`config.mk`:
```
export PLATFORM = sky130hd
export DESIGN_NAME = mem_arbiter
export DESIGN_NICKNAME = d
export VERILOG_FILES = /design/src/rtl/mem_arbiter.sv
export SDC_FILE = /design/constraint.sdc
export NUM_CORES = 1
export LEC_CHECK = 0
export BUFFER_PORTS_ARGS = -buffer_cell sky130_fd_sc_hd__buf_2
export CAP_MARGIN = 10
export CORE_AREA = 2 2 234 236
export DETAILED_ROUTE_END_ITERATION = 7
export DIE_AREA = 0 0 236 238
export PLACE_DENSITY = 0.42
export SKIP_CTS_REPAIR_TIMING = 1
export SYNTH_ARGS = -nofsm -noshare
export SYNTH_HDL_FRONTEND = slang
export SYNTH_SLANG_ARGS = --single-unit
```
`constraint.sdc`:
```
create_clock -name clk -period 4.6 [get_ports clk]
set_input_delay 0.23 -clock clk [delete_from_list [all_inputs] [get_ports clk]]
set_output_delay 0.23 -clock clk [all_outputs]
set_load 0.01 [all_outputs]
```
`src/rtl/mem_arbiter.sv`:
```
// Two-requester (CPU/DMA) round-robin arbiter in front of a single-port RAM and a
// handshaked IO bus; one access in flight at a time, one response pulse per access.
module mem_arbiter #(
   parameter int unsigned IO_TIMEOUT = 255
) (
   input  logic        clk,
   input  logic        reset,
   input  logic        req0_valid,
   output logic        req0_ready,
   input  logic [47:0] req0_addr,
   input  logic [63:0] req0_wdata,
   input  logic [7:0]  req0_mask,
   input  logic [2:0]  req0_shift,
   input  logic        req0_rw,
   input  logic        req1_valid,
   output logic        req1_ready,
   input  logic [47:0] req1_addr,
   input  logic [63:0] req1_wdata,
   input  logic [7:0]  req1_mask,
   input  logic [2:0]  req1_shift,
   input  logic        req1_rw,
   output logic        rsp0_valid,
   output logic [63:0] rsp0_rdata,
   output logic        rsp0_err,
   output logic        rsp1_valid,
   output logic [63:0] rsp1_rdata,
   output logic        rsp1_err,
   output logic [20:0] mem_addr,
   output logic [63:0] mem_wdata,
   output logic [7:0]  mem_mask,
   output logic [2:0]  mem_shift,
   output logic        mem_rw,
   output logic        mem_enable,
   input  logic [63:0] mem_rdata,
   output logic [15:0] io_port,
   output logic [15:0] io_wdata,
   output logic        io_enable,
   output logic        io_rw,
   input  logic        io_ack,
   input  logic [15:0] io_rdata
);

   localparam logic [7:0] TMO_LAST = 8'(IO_TIMEOUT - 1);

   typedef enum logic [2:0] {
      IDLE    = 3'd0,
      MEM     = 3'd1,
      RESP    = 3'd2,
      IO_WAIT = 3'd3,
      IO_RESP = 3'd4
   } state_t;

   state_t       state_q, state_d;
   logic         last_q, last_d;
   logic [7:0]   cnt_q, cnt_d;
   logic [63:0]  rdata_q, rdata_d;
   logic         err_q, err_d;
   logic         run_q;

   logic         id_q;
   logic         rw_q;
   logic [20:0]  word_q;
   logic [15:0]  port_q;
   logic [63:0]  wdata_q;
   logic [7:0]   mask_q;
   logic [2:0]   shift_q;

   logic [1:0]   req_valid;
   logic         grant_id;
   logic         accept;
   logic [47:0]  sel_addr;
   logic [63:0]  sel_wdata;
   logic [7:0]   sel_mask;
   logic [2:0]   sel_shift;
   logic         sel_rw;
   logic [1:0]   rsp_valid;
   logic [63:0]  rsp_rdata;
   logic         rsp_err;
   logic         unused_addr_bits;

   assign req_valid = {req1_valid, req0_valid};

   // Only the RAM word index and the IO port field of the address are consumed.
   assign unused_addr_bits = ^{req0_addr[46:24], req1_addr[46:24]};

   // A lone requester always wins; on contention the one not served last wins.
   always_comb begin
      grant_id = ~last_q;
      if (req_valid == 2'b01) begin
         grant_id = 1'b0;
      end else if (req_valid == 2'b10) begin
         grant_id = 1'b1;
      end
   end

   assign sel_addr  = grant_id ? req1_addr  : req0_addr;
   assign sel_wdata = grant_id ? req1_wdata : req0_wdata;
   assign sel_mask  = grant_id ? req1_mask  : req0_mask;
   assign sel_shift = grant_id ? req1_shift : req0_shift;
   assign sel_rw    = grant_id ? req1_rw    : req0_rw;

   // run_q holds off acceptance until the first edge after reset release.
   assign accept     = (state_q == IDLE) && run_q && req_valid[grant_id];
   assign req0_ready = accept && (grant_id == 1'b0);
   assign req1_ready = accept && (grant_id == 1'b1);

   always_comb begin
      state_d = state_q;
      last_d  = last_q;
      cnt_d   = cnt_q;
      rdata_d = rdata_q;
      err_d   = err_q;
      unique case (state_q)
         IDLE: begin
            if (accept) begin
               last_d  = grant_id;
               cnt_d   = 8'd0;
               rdata_d = 64'd0;
               err_d   = 1'b0;
               state_d = sel_addr[47] ? IO_WAIT : MEM;
            end
         end
         MEM:  state_d = RESP;
         RESP: state_d = IDLE;
         IO_WAIT: begin
            if (io_ack) begin
               rdata_d = rw_q ? 64'd0 : {48'd0, io_rdata};
               err_d   = 1'b0;
               state_d = IO_RESP;
            end else if (cnt_q == TMO_LAST) begin
               rdata_d = 64'd0;
               err_d   = 1'b1;
               state_d = IO_RESP;
            end else begin
               cnt_d = cnt_q + 8'd1;
            end
         end
         IO_RESP: state_d = IDLE;
         default: state_d = IDLE;
      endcase
   end

   always_ff @(posedge clk or negedge reset) begin
      if (!reset) begin
         state_q <= IDLE;
         last_q  <= 1'b1;
         cnt_q   <= 8'd0;
         rdata_q <= 64'd0;
         err_q   <= 1'b0;
         run_q   <= 1'b0;
      end else begin
         state_q <= state_d;
         last_q  <= last_d;
         cnt_q   <= cnt_d;
         rdata_q <= rdata_d;
         err_q   <= err_d;
         run_q   <= 1'b1;
      end
   end

   always_ff @(posedge clk or negedge reset) begin
      if (!reset) begin
         id_q    <= 1'b0;
         rw_q    <= 1'b0;
         word_q  <= 21'd0;
         port_q  <= 16'd0;
         wdata_q <= 64'd0;
         mask_q  <= 8'd0;
         shift_q <= 3'd0;
      end else if (accept) begin
         id_q    <= grant_id;
         rw_q    <= sel_rw;
         word_q  <= sel_addr[23:3];
         port_q  <= sel_addr[15:0];
         wdata_q <= sel_wdata;
         mask_q  <= sel_mask;
         shift_q <= sel_shift;
      end
   end

   assign mem_enable = (state_q == MEM);
   assign mem_rw     = (state_q == MEM) && rw_q;
   assign mem_addr   = word_q;
   assign mem_wdata  = wdata_q;
   assign mem_mask   = mask_q;
   assign mem_shift  = shift_q;

   assign io_enable  = (state_q == IO_WAIT);
   assign io_rw      = (state_q == IO_WAIT) && rw_q;
   assign io_port    = port_q;
   assign io_wdata   = wdata_q[15:0];

   // RAM read data arrives in the RESP cycle itself and is passed straight through.
   always_comb begin
      rsp_rdata = 64'd0;
      rsp_err   = 1'b0;
      if (state_q == RESP) begin
         rsp_rdata = rw_q ? 64'd0 : mem_rdata;
      end else if (state_q == IO_RESP) begin
         rsp_rdata = rdata_q;
         rsp_err   = err_q;
      end
   end

   genvar gi;
   generate
      for (gi = 0; gi < 2; gi++) begin : g_rsp
         assign rsp_valid[gi] = ((state_q == RESP) || (state_q == IO_RESP)) && (id_q == gi[0]);
      end
   endgenerate

   assign rsp0_valid = rsp_valid[0];
   assign rsp1_valid = rsp_valid[1];
   assign rsp0_rdata = rsp_valid[0] ? rsp_rdata : 64'd0;
   assign rsp1_rdata = rsp_valid[1] ? rsp_rdata : 64'd0;
   assign rsp0_err   = rsp_valid[0] && rsp_err;
   assign rsp1_err   = rsp_valid[1] && rsp_err;

endmodule

```
==> reports/metrics.yaml <==
final_layout:
  fin_cells: 2029
  fillCellCount: 5966
  fin_nets: 1655
  area_growth_pct: 52.58
  drive_gt1_share_pct: 49.81
  antennaDiodeCount: 0
sta:
  finalSetupTns_ns: 0
  slew_headroom_pct: 27.74
  max_freq_mhz: 324.4
  hold_violations: 0
  setup_viol: 0
  rsz0062_at_grt: "no"
  fin_crit_sh_pct: 67.01
  worstMarginPinSlew_ns: 1.084
  finalCriticalPeriod_ns: 3.083
  clock_skew_ns: 0.007949
  maxSlewViolCount: 0
yosys:
  yosys.area.top_type: "dfrtp_1"
  async_flop_share_pct: 100.0
  synth_area_leaders: "dfrtp_1 (44%), mux2i_1 (14%), nand2_1 (7.8%)"
  syn_nets: 1146
  avgSynthCellArea_um2: 9.146
  synth_flop_cell: "dfrtp_1"
  synth_cell_type_count: 44
  netlist_area_um2: 7417
  yosys_warnings: 0
  ys_seq_elements: 131
  seq_area_frac_synth_pct: 44.21
  netlist_top_cells_count: "nand2_1 (155), dfrtp_1 (130), mux2i_1 (101)"
  yosys.area.top_type_share_pct: 43.86
  yosysMostFrequentCell: "nand2_1"
  synth-edff-count: 0
  synth_cells: 811
setup_path:
  slowest_stage: "buf_4"
  required_ns: 4.37
  crit_type: "reg2out"
  timing.rr.end: "mem_wdata[6]$_DFFE_PN0N_"
  critPathCapture: "rsp1_rdata[25]"
  critical_path.top_delay_family: "simple AND/OR/NAND/NOR gates"
  worstPathArrival_ns: 2.85
  path_max_fanout: 58
  crit_chain: "nor4b_4 -> buf_4 -> nand2_1 -> nor2_1 -> buf_2"
  max_stage_delay_ns: 0.57
  cp-start-kind: "flip-flop"
  path_buf_inv: 2
  critPathCaptureType: "output port"
  r2r_slack_ns: 2.35
  crit_start: "state_q[0]$_DFFE_PN0P_"
  rr_worst_depth: 5
  crit_cells: 5
  r2r-start: "last_q$_DFFE_PN1P_"
global_route:
  grt_remaining_overflow: 0
  grt_pass1_wl_mm: 43.90
  grt_max_degree: 207
  grt_antenna_before_repair: 0
  grt_pass1_vias: 7240
  grt.total_usage_pct: 10.52
run_status:
  status: "finished clean"
floorplan:
  fp.dieH_um: 238
  rows: 85
  core_area_um2: 53500
  pin_count: 599
  dieArea_um2: 56170
  die_w_um: 236
  floorplan.initialDensity_pct: 13.87
clock_tree:
  h-tree-depth: 4
  cts-root-buf: "clkbuf_16"
  clockBufferDepth: 2
  cts.sinks: 131
  cts_made_buffers: 17
  path_clk_slew_ns: 0.06
  clk_latency_ns: 0.46
  cts_tree: "done"
detailed_routing:
  drt_first_pass_iters: 4
  drt-initial-drc-count: 196
  drt_wl_total_mm: 30.20
  viasPerCell: 3.710
  drcViolationCount: 0
  wire_per_inst_um: 14.88
  ant_nets: 0
  vias: 7528
placed_design:
  port_buffers: 552
  dp_cells: 1981
  place_hpwl_mm: 23.94
  gp_congestion: 0.8828
power_and_ir_drop:
  ir_drop_mv: 0.2502
  leakage_nw: 6.031
  power_density_nw_per_um2: 522.9
hold_path:
  hold_path_class: "in2reg"
job:
  max_cap_violations: 0
[power by group]
group	total [mW]	switching, mW	leakage (nW)	internal (mW)
sequential	1.96	0.333	1.66	1.62
combinational	2.55	1.56	4.09	0.993
clock	1.41	0.598	0.284	0.811
total	5.92	2.49	6.03	3.43
[cell type report]
class	instances	area [µm²]	area share, %
Sequential cell	131	3279	28.98
Inverter	7	26.28	0.2322
Clock buffer	17	425.4	3.759
Multi-Input combinational cell	584	3497	30.90
Timing Repair Buffer	579	3049	26.94
Tap cell	696	870.8	7.695
Clock inverter	15	168.9	1.493
[cells in the final DEF, fill, tap and decap left out, types with 3 or more instances in the layout]
cell type / instances
nor2_2: 50
inv_1: 5
a22o_1: 16
a22oi_1: 16
nor2_1: 94
mux2i_1: 101
dlygate4sd3_1: 16
a21oi_1: 3
buf_4: 8
nand2_1: 153
clkbuf_16: 17
dfrtp_1: 130
buf_12: 3
buf_2: 551
and3_1: 3
clkinvlp_4: 3
inv_6: 7
o21ai_0: 27
nor3_1: 4
o21ai_1: 81
nand3_1: 7
[worst register-to-register path, cell delays in order, from the launching register on]
cell,delay [ns]
dfstp_2,0.54
o21bai_1,0.12
nand2_4,0.61
buf_12,0.44
mux2i_1,0.31
o21ai_1,0.08
[registers in the layout (all words and copies together), names as in the netlist]
| register | flops |
|---|---|
| cnt_q | 8 |
| mem_wdata | 64 |
| state_q | 3 |
| err_q | 1 |
| id_q | 1 |
| mem_mask | 8 |
| rw_q | 1 |
| mem_shift | 3 |
| run_q | 1 |
| mem_addr | 21 |
| io_port | 3 |
| last_q | 1 |
| rdata_q | 16 |
[worst min path at each step]
| stage | from | endpoint | slack (ns) | depth (start not counted) |
|---|---|---|---|---|
| 2_1_floorplan | reset | cnt_q[0]$_DFFE_PN0P_ | -0.07 | 0 |
| 3_3_place_gp | reset | mem_wdata[4]$_DFFE_PN0N_ | 0.26 | 1 |
| 3_5_place_dp | reset | mem_wdata[4]$_DFFE_PN0N_ | 0.26 | 1 |
| 4_1_cts | reset | mem_wdata[4]$_DFFE_PN0N_ | -0.29 | 1 |
| 5_1_grt | io_rdata[13] | rdata_q[13]$_DFFE_PN0P_ | 0.007 | 2 |
| 6_report | io_rdata[13] | rdata_q[13]$_DFFE_PN0P_ | 0.02 | 2 |
[logic make-up (layout without fill, tap and decap cells)]
group	count (synthesis)	after routing	synth area share (%)
flops	131	131	44.21
simple gates	323	323	19.57
compound gates	155	155	13.01
buf+inv	96	618	8.958
other cells	1	1	0.05056
fa+ha+maj	2	2	0.3373
mux	101	101	13.63
xor+xnor	2	2	0.2362
[metal layers]
metal	share of wire, %	GRT usage (%)
met5	0	0
met4	3.0	5.327
met3	8.1	3.586
met1	39	11.41
met2	50	18.24
[through the flow]
stage	hold slack, ns	cell area [µm²]	setup WS [ns]	total power [mW]	util, %
after floorplan	-0.06559	7417	2.946	3.634	-
after global placement	0.2637	10560	2.024	4.562	19.75
after detailed placement	0.2579	10560	1.976	4.586	19.75
after CTS	-0.2931	11160	1.438	6.063	20.86
after global routing	0.007151	11320	1.294	6.379	21.16
final	0.02093	11320	1.517	5.918	21.16
No activity file was read; power rests on OpenSTA's default activity.
